==> config.mk <==
export PLATFORM = sky130hd
export DESIGN_NAME = ci_issuer
export DESIGN_NICKNAME = d
export VERILOG_FILES = /design/src/rtl/ci_issuer.sv
export SDC_FILE = /design/constraint.sdc
export NUM_CORES = 1
export LEC_CHECK = 0
export ABC_CLOCK_PERIOD_IN_PS = 5060
export BUFFER_PORTS_ARGS = -buffer_cell sky130_fd_sc_hd__buf_2
export CAP_MARGIN = 15
export CORE_ASPECT_RATIO = 0.5
export CORE_MARGIN = 2
export CORE_UTILIZATION = 50
export DETAILED_ROUTE_END_ITERATION = 7
export GPL_ROUTABILITY_DRIVEN = 0
export HOLD_SLACK_MARGIN = 0.12
export PLACE_DENSITY = 0.8
export SLEW_MARGIN = 20
export SYNTH_ARGS = -nofsm -noshare
export SYNTH_HDL_FRONTEND = slang
export SYNTH_SLANG_ARGS = --single-unit
export TNS_END_PERCENT = 1
==> constraint.sdc <==
create_clock -name clk -period 5.06 [get_ports clk]
set_clock_uncertainty 0.05 [all_clocks]
set_input_delay 0.506 -clock clk [delete_from_list [all_inputs] [get_ports clk]]
set_output_delay 0.506 -clock clk [all_outputs]
set_load 0.02 [all_outputs]
==> src/rtl/ci_issuer.sv <==
// ci_issuer: initiator side of the CORDIC custom-instruction handshake.
// Issues credit-limited CI ops and queues tagged results for the host.
module ci_issuer #(
    parameter int MAX_OUTSTANDING = 4,
    parameter int RSP_DEPTH       = 4,
    parameter int ISSUE_GAP       = 1,
    parameter int TIMEOUT         = 64
) (
    input  logic                             clk,
    input  logic                             rst,
    input  logic                             req_valid,
    output logic                             req_ready,
    input  logic [31:0]                      req_a,
    input  logic [31:0]                      req_b,
    input  logic [1:0]                       req_n,
    output logic                             ci_clk_en,
    output logic                             ci_start,
    output logic [31:0]                      ci_dataa,
    output logic [31:0]                      ci_datab,
    output logic [1:0]                       ci_n,
    input  logic [31:0]                      ci_result,
    input  logic                             ci_done,
    output logic                             rsp_valid,
    input  logic                             rsp_ready,
    output logic [31:0]                      rsp_data,
    output logic [1:0]                       rsp_n,
    output logic [$clog2(MAX_OUTSTANDING):0] outstanding,
    output logic                             err_timeout,
    output logic                             err_spurious,
    input  logic                             clear_err
);

    localparam int OW = $clog2(MAX_OUTSTANDING) + 1;
    localparam int QW = (MAX_OUTSTANDING > 1) ? $clog2(MAX_OUTSTANDING) : 1;
    localparam int FW = $clog2(RSP_DEPTH);
    localparam int CW = $clog2(RSP_DEPTH) + 1;
    localparam int GW = (ISSUE_GAP > 1) ? $clog2(ISSUE_GAP) : 1;
    localparam int TW = $clog2(TIMEOUT);

    localparam logic [OW-1:0] OUT_MAX  = OW'(MAX_OUTSTANDING);
    localparam logic [QW-1:0] Q_LAST   = QW'(MAX_OUTSTANDING - 1);
    localparam logic [GW-1:0] GAP_LOAD = GW'(ISSUE_GAP - 1);
    localparam logic [TW-1:0] T_LAST   = TW'(TIMEOUT - 1);

    typedef enum logic [1:0] {
        S_INIT,
        S_RUN,
        S_ERROR
    } state_t;

    state_t state, state_nx;

    logic          issue, done_acc, spurious;
    logic          flush, pop, credit, tmo_hit;
    logic [31:0]   occupancy;
    logic [GW-1:0] gap_cnt;
    logic [TW-1:0] tcnt;

    logic [1:0]    tq_mem [MAX_OUTSTANDING];
    logic [QW-1:0] tq_wr, tq_rd;

    logic [33:0]   fifo_mem [RSP_DEPTH];
    logic [FW-1:0] f_wr, f_rd;
    logic [CW-1:0] fifo_count;

    function automatic logic [QW-1:0] q_next(input logic [QW-1:0] p);
        return (p == Q_LAST) ? '0 : p + QW'(1);
    endfunction

    // Results already queued or in flight both consume a FIFO slot,
    // so an unstallable done always finds room.
    assign occupancy = 32'(outstanding) + 32'(fifo_count);
    assign credit    = (outstanding < OUT_MAX)
                     & (occupancy < 32'(RSP_DEPTH))
                     & (gap_cnt == '0);
    assign req_ready = (state == S_RUN) & credit;
    assign ci_clk_en = (state != S_INIT);

    assign issue    = req_valid & req_ready;
    assign done_acc = ci_done & (outstanding != '0) & (state != S_ERROR);
    assign spurious = ci_done & (outstanding == '0) & (state != S_ERROR);
    assign flush    = (state == S_ERROR) & clear_err;
    assign pop      = rsp_valid & rsp_ready;
    assign tmo_hit  = (state == S_RUN) & (outstanding != '0)
                    & ~issue & ~done_acc & (tcnt == T_LAST);

    assign rsp_valid       = (fifo_count != '0);
    assign {rsp_n, rsp_data} = rsp_valid ? fifo_mem[f_rd] : '0;

    // State register
    always_ff @(posedge clk) begin
        if (rst) state <= S_INIT;
        else     state <= state_nx;
    end

    // Next-state logic: INIT lasts one clock, ERROR waits for clear_err
    always_comb begin
        state_nx = state;
        unique case (state)
            S_INIT:  state_nx = S_RUN;
            S_RUN:   if (tmo_hit) state_nx = S_ERROR;
            S_ERROR: if (clear_err) state_nx = S_RUN;
            default: state_nx = S_INIT;
        endcase
    end

    // Start pulse and operand registers held until the next issue
    always_ff @(posedge clk) begin
        if (rst) begin
            ci_start <= 1'b0;
            ci_dataa <= '0;
            ci_datab <= '0;
            ci_n     <= '0;
        end else begin
            ci_start <= issue;
            if (issue) begin
                ci_dataa <= req_a;
                ci_datab <= req_b;
                ci_n     <= req_n;
            end
        end
    end

    // Minimum spacing between start pulses
    always_ff @(posedge clk) begin
        if (rst)                  gap_cnt <= '0;
        else if (issue)           gap_cnt <= GAP_LOAD;
        else if (gap_cnt != '0)   gap_cnt <= gap_cnt - GW'(1);
    end

    // In-flight op count; a same-edge issue and done cancel out
    always_ff @(posedge clk) begin
        if (rst || flush) begin
            outstanding <= '0;
        end else begin
            case ({issue, done_acc})
                2'b10:   outstanding <= outstanding + OW'(1);
                2'b01:   outstanding <= outstanding - OW'(1);
                default: outstanding <= outstanding;
            endcase
        end
    end

    // Tag queue: n of each in-flight op in issue order
    always_ff @(posedge clk) begin
        if (rst || flush) begin
            tq_wr <= '0;
            tq_rd <= '0;
        end else begin
            if (issue) begin
                tq_mem[tq_wr] <= req_n;
                tq_wr         <= q_next(tq_wr);
            end
            if (done_acc) tq_rd <= q_next(tq_rd);
        end
    end

    // Response FIFO; survives ERROR and clear_err
    always_ff @(posedge clk) begin
        if (rst) begin
            f_wr       <= '0;
            f_rd       <= '0;
            fifo_count <= '0;
        end else begin
            if (done_acc) begin
                fifo_mem[f_wr] <= {tq_mem[tq_rd], ci_result};
                f_wr           <= f_wr + FW'(1);
            end
            if (pop) f_rd <= f_rd + FW'(1);
            case ({done_acc, pop})
                2'b10:   fifo_count <= fifo_count + CW'(1);
                2'b01:   fifo_count <= fifo_count - CW'(1);
                default: fifo_count <= fifo_count;
            endcase
        end
    end

    // Idle watchdog while ops are outstanding
    always_ff @(posedge clk) begin
        if (rst)
            tcnt <= '0;
        else if (state != S_RUN || outstanding == '0
                 || issue || done_acc || tmo_hit)
            tcnt <= '0;
        else
            tcnt <= tcnt + TW'(1);
    end

    // Sticky error flags; a new event wins over a same-edge clear
    always_ff @(posedge clk) begin
        if (rst) begin
            err_timeout  <= 1'b0;
            err_spurious <= 1'b0;
        end else begin
            if (tmo_hit)        err_timeout <= 1'b1;
            else if (clear_err) err_timeout <= 1'b0;
            if (spurious)       err_spurious <= 1'b1;
            else if (clear_err) err_spurious <= 1'b0;
        end
    end

endmodule

==> results.py <==
metrics = {
    "status": {
        "run_status": "complete, but fails checks",
        "violations": "design-rule violations",
    },
    "place": {
        "final_hpwl_from_detailed_placement_mm": 11.7,
        "place.port_buffers": 212,
        "placed_area_um2": 10300,
    },
    "logic_synthesis": {
        "synth_sequential_area_ratio_pct": 69.0,
        "post_synthesis_instance_area_um2": 9050,
        "synth_fp_nets": 788,
        "synth_area_leaders": "edfxtp_1, dfxtp_1, mux4_2, nand2_1, a21oi_1",
        "ys_warn_count": 0,
        "post-synth-top-area-cell": "edfxtp_1",
        "syn-instance-count": 668,
        "synth_cell_type_count": 35,
        "ys_async_sr_fraction_pct": 0,
        "ys_seq_elements": 240,
        "ys.flop_type": "edfxtp_1",
        "synth-edff-count": 144,
        "share_of_yosys_cell_area_claimed_by_the_top_area_cell_type_pct": 47.8,
        "post_synth.cell_area_avg_um2": 13.6,
    },
    "finish": {
        "finish.net_count": 991,
        "design_area_um2": 10900,
        "postLayoutCoreUtil_pct": 62.3,
        "final_layout_size_suffix_gt1_share_pct": 32.7,
        "sequential_cell_area_um2": 6250,
        "fill_cells": 1343,
        "areaGrowthSynthToFinish_pct": 20.9,
        "multi_input_area_um2": 2600,
        "antennaDiodeCount": 0,
    },
    "min_path": {
        "min_path_type": "in -> reg",
        "min-delay-start": "ci_result[29]",
    },
    "timing": {
        "grt_setup_unrepaired": "false",
        "fmaxAchievable_mhz": 324,
        "finalWorstPathRequiredPeriod_ns": 3.09,
        "worst_pin_slew_ns": 0.953,
        "final_count_of_hold_timing_violations": 0,
        "finalMaxSlewViolations": 0,
        "fin_tns_setup_ns": 0,
        "slew-limit-headroom_pct": 36.5,
        "finalCritPeriodShare_pct": 61.0,
        "report.final.setup_viol": 0,
    },
    "cts": {
        "clockRootBuffer": "clkbuf_16",
        "post-cts-setup-buffer-count": 0,
        "hold_buffers": 0,
        "post_cts_resized": 0,
        "worst_skew_pair.late_latency_ns": 0.49,
        "cts_max_level": 1,
        "numClockSinks": 240,
        "tritoncts": "done",
        "cts.path.max_buffers": 3,
        "path_clk_slew_ns": 0.07,
        "tritoncts.num_buffers": 21,
    },
    "floorplan": {
        "initial_core_utilization_pct": 51.5,
        "row_count": 34,
        "die_x_um": 194,
        "core_area_um2": 17600,
        "io-pin-count": 213,
        "floorplan.die_area_um2": 19300,
        "die_height_um": 99.2,
    },
    "critical_path": {
        "cp.arrival_ns": 2.53,
        "critical_path.endpoint_type": "output pin",
        "timing.setup.critical_path_class": "reg -> out",
        "reg2reg_slack_ns": 2.05,
        "setup.worst_path.end": "rsp_data[11]",
        "worst_r2r_startpoint": "outstanding[2]$_SDFFE_PP0P_",
        "worstSetupStartpointType": "flop",
        "reg2reg_depth": 11,
        "regToRegEndpoint": "outstanding[2]$_SDFFE_PP0P_",
        "highest_fanout_seen_on_the_critical_path": 19,
        "required_ns": 4.50,
    },
    "pwr": {
        "p_leak_nw": 4.20,
        "switching_share_pct": 26.9,
        "clock_power_share_pct": 32.7,
        "comb_power_share_pct": 18.9,
        "power_density_nw_per_um2": 427,
        "irDropWorstVdd_uv": 221,
        "p_seq_share_pct": 48.4,
        "p_int_mw": 3.42,
        "netSwitchingPower_mw": 1.26,
    },
    "routing": {
        "drc": 4,
        "first_iter_violations": 292,
        "drt-total-wl_mm": 18.2,
        "route.detailed.vias_per_inst": 5.15,
        "drt_pass1_iterations": 6,
        "routedWlPerCell_um": 16.2,
        "postRouteAntennaNets": 0,
        "detailed_route_via_count": 5770,
    },
    "flow_run": {
        "maxCapViolations": 0,
    },
    "global_routing": {
        "grt_pass1_vias": 5726,
        "grt_antenna_before_repair": 1,
        "grt.total_usage_pct": 18.8,
        "grt_pass1_wl_mm": 29.0,
        "grt_start_max_net_pins": 71,
        "overflow": 0,
    },
}
metrics by stage:
stage | total power [mW] | hold WS [ns] | instances | setup slack [ns]
2_1_floorplan | 2.92 | 0.368 | 668 | 2.30
3_3_place_gp | 3.18 | 0.382 | 1082 | 2.27
3_5_place_dp | 3.21 | 0.393 | 1082 | 2.10
4_1_cts | 4.73 | 0.156 | 1120 | 1.87
5_1_grt | 4.91 | 0.155 | 1120 | 1.74
6_report | 4.68 | 0.172 | 1120 | 1.97
cell usage in the layout (no fill, tap or decap), drive strengths merged, types with 2 or more instances in the layout:
cell / netlist / final
a21oi: 78 / 78
and2: 43 / 43
and3: 3 / 3
buf: 14 / 217
clkbuf: 23 / 35
clkinv: 0 / 2
dfxtp: 96 / 96
edfxtp: 144 / 144
fa: 2 / 2
ha: 14 / 14
inv: 14 / 15
mux4: 36 / 36
nand2: 143 / 143
nand2b: 2 / 2
nand3: 3 / 3
nand3b: 2 / 2
nor2: 19 / 19
nor3: 2 / 2
o21ai: 2 / 2
or3: 5 / 5
xnor2: 5 / 5
xor2: 6 / 6
critical path, cell delays in order, from the launching register on:
cell     delay [ns]
dfxtp_2        0.68
buf_4          0.46
mux4_2         0.56
and2_1         0.17
buf_2          0.15
final cells by class:
class                      instances  area share (%)
timing repair buffer             217            10.0
multi-input combinational        377            23.8
sequential                       240            57.1
clock buffer                      35            5.83
inverter                          14           0.480
tap                              234            2.67
clock inverter                     3           0.149
power by group through the flow:
stage	Sequential (mW)	Clock, mW	Combinational [mW]
after floorplan	2.32	0	0.600
after global placement	2.30	0	0.879
after detailed placement	2.31	0	0.900
after CTS	2.27	1.56	0.903
after global routing	2.28	1.65	0.975
final	2.26	1.53	0.886
registers in the layout, summed over array words and instances (netlist names), 3 cells and up, named ones only:
register	count
ci_datab	32
fifo_mem	136
tq_mem	8
fifo_count	3
tcnt	6
outstanding	3
ci_dataa	32
metal layers:
metal / GRT usage (%) / share of wire, % / vias to the layer above
met1: 24.5 / 42 / 2809
met4: 3.91 / 1.5 / 2
met5: 0 / 0.072 / -
li1: - / - / 2764
met2: 32.8 / 50 / 172
met3: 4.58 / 6.6 / 23
Yosys cell counts, types with 5 or more instances:
master    instances
a21oi_1          78
nor2_1           19
buf_2            12
xnor2_1           5
xor2_1            6
edfxtp_1        144
or3_1             5
inv_1            13
dfxtp_1          96
and2_1           43
ha_1             14
mux4_2           36
clkbuf_1         23
nand2_1         143
how the worst min path moves through the flow:
stage                                 to  cells past startpoint
2_1_floorplan         tcnt[0]$_SDFF_PP0_                      1
3_3_place_gp          tcnt[0]$_SDFF_PP0_                      1
3_5_place_dp   ci_dataa[19]$_SDFFE_PP0P_                      2
4_1_cts        fifo_mem[3][14]$_DFFE_PP_                      1
5_1_grt        fifo_mem[2][16]$_DFFE_PP_                      1
6_report       fifo_mem[1][29]$_DFFE_PP_                      1
cells by family (layout without fill, tap and decap cells):
group | after synthesis | after routing | share of synthesized area, %
buffers and inverters | 51 | 269 | 2.36
adders and majority gates | 16 | 16 | 2.38
other | 1 | 1 | 0.0414
and+or+nand+nor | 230 | 230 | 11.5
xor gates and xnor gates | 11 | 11 | 1.06
muxes | 36 | 36 | 8.96
DFF | 240 | 240 | 69.0
AOI/OAI and AO/OA | 83 | 83 | 4.70
(Power assumes the default switching activity.)
